<file path="config.mk">
export PLATFORM = sky130hd
export DESIGN_NAME = rf80386_wb_responder
export DESIGN_NICKNAME = d
export VERILOG_FILES = /design/src/rtl/rf80386_pkg.sv /design/src/rtl/rf80386_wb_responder.sv
export SDC_FILE = /design/constraint.sdc
export NUM_CORES = 1
export LEC_CHECK = 0
export CAP_MARGIN = 20
export CORE_ASPECT_RATIO = 1.75
export CORE_MARGIN = 5
export CORE_UTILIZATION = 46
export DETAILED_ROUTE_END_ITERATION = 10
export GPL_TIMING_DRIVEN = 0
export PLACE_DENSITY = 0.83
export REMOVE_ABC_BUFFERS = 1
export SKIP_LAST_GASP = 1
export SLEW_MARGIN = 20
export SYNTH_ARGS = -nofsm -noshare
export SYNTH_HDL_FRONTEND = slang
export SYNTH_SLANG_ARGS = --single-unit
export TNS_END_PERCENT = 30
</file>
<file path="constraint.sdc">
create_clock -name clk_i -period 3.5 [get_ports clk_i]
set_clock_uncertainty 0.1 [all_clocks]
set_input_delay 0.35 -clock clk_i [delete_from_list [all_inputs] [get_ports clk_i]]
set_output_delay 0.35 -clock clk_i [all_outputs]
set_load 0.05 [all_outputs]
</file>
<file path="src/rtl/rf80386_pkg.sv">
// Shared rf80386 bus definitions: cycle-type codes, responder state encoding, idle data value.
package rf80386_pkg;

    localparam logic [2:0] CT_PASSIVE = 3'd0;
    localparam logic [2:0] CT_INTA    = 3'd1;
    localparam logic [2:0] CT_RDIO    = 3'd2;
    localparam logic [2:0] CT_WRIO    = 3'd3;
    localparam logic [2:0] CT_CODE    = 3'd4;
    localparam logic [2:0] CT_HALT    = 3'd5;
    localparam logic [2:0] CT_RDMEM   = 3'd6;
    localparam logic [2:0] CT_WRMEM   = 3'd7;

    localparam logic [7:0] DATA_INACTIVE = 8'hFF;

    typedef enum logic [2:0] {
        IDLE,
        MEM_RD,
        MEM_WR,
        IO,
        ACK,
        HOLD
    } e_wbresp_state;

endpackage

</file>
<file path="src/rtl/rf80386_wb_responder.sv">
// Wishbone classic responder steering rf80386 cycles to SRAM, I/O, INTA and HALT; RF80386_WB_ERR_EN turns out-of-window accesses into err_o.
// Latency from request sample: SRAM read 2+RD_LAT, SRAM write 2, INTA/HALT 1, I/O one cycle after io_ack_i.
// Backpressure: one transfer in flight; after ack the responder holds until stb_i drops, I/O waits on io_ack_i.
module rf80386_wb_responder
    import rf80386_pkg::*;
#(
    parameter int            AW       = 32,
    parameter logic [AW-1:0] MEM_BASE = 32'h0000_0000,
    parameter logic [AW-1:0] MEM_SIZE = 32'h0010_0000,
    parameter int            RD_LAT   = 1
) (
    input  logic          clk_i,
    input  logic          rst_ni,
    input  logic          cyc_i,
    input  logic          stb_i,
    input  logic          we_i,
    input  logic          lock_i,
    input  logic [2:0]    cyc_type_i,
    input  logic [AW-1:0] adr_i,
    input  logic [7:0]    dat_i,
    output logic [7:0]    dat_o,
    output logic          ack_o,
    output logic          err_o,
    output logic          mem_ce_o,
    output logic          mem_we_o,
    output logic [AW-1:0] mem_adr_o,
    output logic [7:0]    mem_dat_o,
    input  logic [7:0]    mem_dat_i,
    output logic          io_stb_o,
    output logic          io_we_o,
    output logic [15:0]   io_adr_o,
    output logic [7:0]    io_dat_o,
    input  logic [7:0]    io_dat_i,
    input  logic          io_ack_i,
    input  logic [7:0]    int_vect_i,
    output logic          inta_o,
    output logic          halted_o,
    output logic          locked_o
);

    localparam logic [1:0] RD_CNT = 2'(RD_LAT);

    e_wbresp_state state, state_n;
    logic [1:0]    cnt, cnt_n;
    logic [7:0]    dat_n, mem_dat_n, io_dat_n;
    logic [AW-1:0] mem_adr_n, offset;
    logic [15:0]   io_adr_n;
    logic          ack_n, mem_ce_n, mem_we_n, io_stb_n, io_we_n, inta_n, halted_n, locked_n;
    logic          req, accept, in_win;
`ifdef RF80386_WB_ERR_EN
    logic          err_n;
`endif

    // Unsigned subtract makes addresses below the base wrap high and fall outside the window.
    assign offset = adr_i - MEM_BASE;
    assign in_win = offset < MEM_SIZE;
    assign req    = cyc_i && stb_i;
    assign accept = (state == IDLE) && req && (cyc_type_i != CT_PASSIVE);

    always_comb begin
        state_n   = state;
        cnt_n     = cnt;
        dat_n     = dat_o;
        ack_n     = 1'b0;
        mem_ce_n  = 1'b0;
        mem_we_n  = 1'b0;
        mem_adr_n = mem_adr_o;
        mem_dat_n = mem_dat_o;
        io_stb_n  = 1'b0;
        io_we_n   = io_we_o;
        io_adr_n  = io_adr_o;
        io_dat_n  = io_dat_o;
        inta_n    = 1'b0;
        halted_n  = halted_o;
        locked_n  = locked_o;
`ifdef RF80386_WB_ERR_EN
        err_n     = 1'b0;
`endif
        if ((state == IDLE || state == HOLD) && !lock_i) locked_n = 1'b0;
        if (accept) begin
            halted_n = (cyc_type_i == CT_HALT);
            if (lock_i) locked_n = 1'b1;
        end

        case (state)
            IDLE: if (req) begin
                case (cyc_type_i)
                    CT_CODE, CT_RDMEM: begin
                        if (in_win) begin
                            state_n   = MEM_RD;
                            mem_ce_n  = 1'b1;
                            mem_adr_n = offset;
                            cnt_n     = RD_CNT;
                        end else begin
                            state_n = ACK;
`ifdef RF80386_WB_ERR_EN
                            err_n   = 1'b1;
`else
                            ack_n   = 1'b1;
                            dat_n   = DATA_INACTIVE;
`endif
                        end
                    end
                    CT_WRMEM: begin
                        if (in_win) begin
                            state_n   = MEM_WR;
                            mem_ce_n  = 1'b1;
                            mem_we_n  = 1'b1;
                            mem_adr_n = offset;
                            mem_dat_n = dat_i;
                        end else begin
                            state_n = ACK;
`ifdef RF80386_WB_ERR_EN
                            err_n   = 1'b1;
`else
                            ack_n   = 1'b1;
`endif
                        end
                    end
                    CT_RDIO, CT_WRIO: begin
                        state_n  = IO;
                        io_stb_n = 1'b1;
                        io_we_n  = (cyc_type_i == CT_WRIO);
                        io_adr_n = adr_i[15:0];
                        io_dat_n = dat_i;
                    end
                    CT_INTA: begin
                        state_n = ACK;
                        ack_n   = 1'b1;
                        inta_n  = 1'b1;
                        dat_n   = int_vect_i;
                    end
                    CT_HALT: begin
                        state_n = ACK;
                        ack_n   = 1'b1;
                    end
                    default: ;
                endcase
            end
            MEM_RD: begin
                if (!cyc_i) begin
                    state_n = IDLE;
                end else if (cnt == 2'd0) begin
                    state_n = ACK;
                    ack_n   = 1'b1;
                    dat_n   = mem_dat_i;
                end else begin
                    cnt_n = cnt - 2'd1;
                end
            end
            MEM_WR: begin
                // The SRAM write has already been issued; an abort only suppresses the ack.
                if (!cyc_i) begin
                    state_n = IDLE;
                end else begin
                    state_n = ACK;
                    ack_n   = 1'b1;
                end
            end
            IO: begin
                if (!cyc_i) begin
                    state_n = IDLE;
                end else if (io_ack_i) begin
                    state_n = ACK;
                    ack_n   = 1'b1;
                    if (!io_we_o) dat_n = io_dat_i;
                end else begin
                    io_stb_n = 1'b1;
                end
            end
            ACK:  state_n = HOLD;
            HOLD: if (!stb_i || !cyc_i) state_n = IDLE;
            default: state_n = IDLE;
        endcase
    end

    always_ff @(posedge clk_i or negedge rst_ni) begin
        if (!rst_ni) begin
            state     <= IDLE;
            cnt       <= 2'd0;
            dat_o     <= DATA_INACTIVE;
            ack_o     <= 1'b0;
            mem_ce_o  <= 1'b0;
            mem_we_o  <= 1'b0;
            mem_adr_o <= '0;
            mem_dat_o <= 8'h00;
            io_stb_o  <= 1'b0;
            io_we_o   <= 1'b0;
            io_adr_o  <= 16'h0000;
            io_dat_o  <= 8'h00;
            inta_o    <= 1'b0;
            halted_o  <= 1'b0;
            locked_o  <= 1'b0;
        end else begin
            state     <= state_n;
            cnt       <= cnt_n;
            dat_o     <= dat_n;
            ack_o     <= ack_n;
            mem_ce_o  <= mem_ce_n;
            mem_we_o  <= mem_we_n;
            mem_adr_o <= mem_adr_n;
            mem_dat_o <= mem_dat_n;
            io_stb_o  <= io_stb_n;
            io_we_o   <= io_we_n;
            io_adr_o  <= io_adr_n;
            io_dat_o  <= io_dat_n;
            inta_o    <= inta_n;
            halted_o  <= halted_n;
            locked_o  <= locked_n;
        end
    end

`ifdef RF80386_WB_ERR_EN
    always_ff @(posedge clk_i or negedge rst_ni) begin
        if (!rst_ni) err_o <= 1'b0;
        else         err_o <= err_n;
    end
`else
    assign err_o = 1'b0;
`endif

endmodule

</file>
==> run summary <==
vias per inst -> 5.25
WL/cell -> 18.4 um
status -> completed
Worst-Margin Slew -> 842 ps
number of global-route vias before repair -> 3,016
YS warnings -> 0
I/O Pins -> 155
final instance area -> 0.00553 sq mm
drt total wl -> 9.54 mm
CTS tree -> yes
f_max -> 353 MHz
Antenna Nets Post-Route -> 0
FP Rows -> 43
drt pass-1 iters -> 4
I/O Buffers -> 152
Slew headroom -> 43.9%
worst path required time -> 3620 ps
largest net degree at the start of global routing -> 50
Initial Util -> 46.9%
WP data arrival -> 2950 ps
max-slew violations -> 0
Synth Flop Type -> dfrtp_1
die area -> 0.00997 sq mm
share of flip-flops with an asynchronous set or reset -> 100%
Final GP Congestion -> 0.813
post-synthesis register bit count -> 85
CTS Sinks -> 85
Critical-path top delay cell -> dfrtp_1
CORE AREA -> 0.00786 sq mm
Crit path max-delay family -> simple AND/OR/NAND/NOR gates
Synth Instances -> 273
first-pass GRT wire length -> 15.5 mm
clk buf depth -> 2
# hold bufs at CTS -> 1
register area share after synthesis -> 58.0%
layout cells sized above 1 -> 20.7%
placed insts -> 502
Worst Path Max Fanout -> 33
count of cell types in the netlist -> 43
Final Hold Fails -> 0
CP endpoint kind -> flop
CTS root buf -> clkbuf_16
worst-skew pair later-pin latency -> 330 ps
Area growth syn-to-layout -> 50.0%
placed instance area -> 0.00524 sq mm
Setup CP Type -> flop to flop
Final #Nets -> 499
Final Hold Slack -> 377 ps
Setup TNS -> 0 ps
unrepaired setup endpoints after global routing -> false
ordered list of cells on the worst path -> nor3_4 -> nand3_2 -> or3_4 -> nor2_8 -> mux2_2
ANT cells -> 0
Worst Hold Class -> flop to flop
max cap viols -> 0
routed vias -> 2,726
Critical Path Max Stage Delay -> 690 ps
clock buffer count from CTS -> 9
Cell Pwr Density -> 711 mW/mm^2
synthesized cell area -> 0.00368 sq mm
Max H-tree Level -> 3
min Tclk post-route -> 2830 ps
Multi-input gate area -> 0.00144 sq mm
initial antenna violation count -> 0
commonest non-fill, non-tap cell in the layout -> clkdlybuf4s50_1
leakage power -> 0.00240 uW
Post-CTS Setup Bufs -> 0
dpl hpwl -> 7.20 mm
CP startpoint kind -> flop
GRT Total Usage -> 19.9%
Final period util -> 80.9%
syn_area_per_cell -> 13.5 sq um
Worst IR Drop VDD -> 0.475 mV
Iter 0 DRT Violations -> 101
Worst-path clk slew -> 60 ps
die width -> 77.7 um
PostCTS Resize Cnt -> 0
chip height -> 128 um
CP bufs+invs -> 0
Post-synth EDFFs -> 0
final setup fails -> 0
FF/Latch Area -> 0.00214 sq mm
commonest cells after routing, fill and taps aside -> clkdlybuf4s50_1, dfrtp_1, mux2_2
grt total ovfl -> 0
Finished Layout Cells -> 519
fillers -> 603
drc violations -> 0
[cell families (layout without fill, tap and decap cells)]
kind of cell	after synthesis	count (layout)	share of synthesized area (%)
AOI/OAI and AO/OA	29	29	4.96
adders and majority gates	1	1	0.340
buffers and inverters	18	174	3.12
DFF	85	85	58.0
muxes	71	71	22.4
other	1	1	0.102
and+or+nand+nor	68	68	11.1
[stage by stage]
step | power [uW] | worst slack, ps | utilization (%)
after floorplan | 2450 | 1070 | -
after global placement | 3040 | -886 | 66.4
after detailed placement | 3090 | 515 | 66.7
after CTS | 3980 | 642 | 70.4
after global routing | 4120 | 530 | 70.4
final | 3930 | 668 | 70.4
[cells in the mapped netlist, types with 2 or more instances]
library cell	count	area, sq um
mux2_1	7	78.8
nor3_1	5	25.0
dfstp_2	8	210
clkbuf_1	3	11.3
a21oi_1	11	55.1
mux2i_1	9	90.1
inv_1	4	15.0
nand2b_1	5	31.3
nor2_1	16	60.1
o31ai_1	2	15.0
nand2_1	7	26.3
o32ai_1	2	17.5
buf_2	7	35.0
nor2_8	2	40.0
nor4_1	6	37.5
mux2_2	45	507
o21ai_0	6	30.0
or3_1	2	12.5
dfrtp_1	77	1930
nor2_2	2	12.5
nor2b_1	16	100
mux2_4	10	150
[final cells by class]
| cell class | instances | area share (%) |
|---|---|---|
| timing repair buffer | 154 | 28.0 |
| clock buffer | 10 | 4.14 |
| clock inverter | 6 | 0.860 |
| tap | 90 | 2.04 |
| sequential | 85 | 38.7 |
| multi-input combinational | 170 | 26.0 |
| inverter | 4 | 0.272 |
[where the power goes]
part	internal [uW]	total (uW)	switching, uW
sequential	1220	1390	164
combinational	649	1670	1020
clock	484	873	389
[metal layers]
| layer | GRT usage (%) | routed length (um) | up-vias |
|---|---|---|---|
| li1 | - | - | 1253 |
| met1 | 20.5 | 3250 | 1319 |
| met2 | 34.4 | 5080 | 124 |
| met3 | 6.23 | 716 | 30 |
| met4 | 12.2 | 486 | 0 |
| met5 | 0 | 0 | - |
[worst reg2reg max path, cell delays in order (launching register included)]
cell     delay [ps]
dfrtp_1         690
nor3_4          310
nand3_2         200
or3_4           490
nor2_8          510
mux2_2          420
[state kept, by name (all words and copies together), names as in the netlist, 2 cells and up]
register / count
cnt: 2
dat_o: 8
io_adr_o: 16
io_dat_o: 8
mem_adr_o: 32
mem_dat_o: 8
state: 3
[path summary, 6_finish.rpt]
check,from,end,slack (ps),depth (start not counted)
max reg2reg,state[1],mem_adr_o[1],670,5
min,cnt[0],cnt[0],380,1
max,state[1],mem_adr_o[1],670,5
min reg2reg,cnt[0],cnt[0],380,1
max in group asynchronous,rst_ni,io_adr_o[11],2190,3
min in group asynchronous,rst_ni,mem_dat_o[2],490,2
Note: power is estimated with default switching activity, not from simulation.
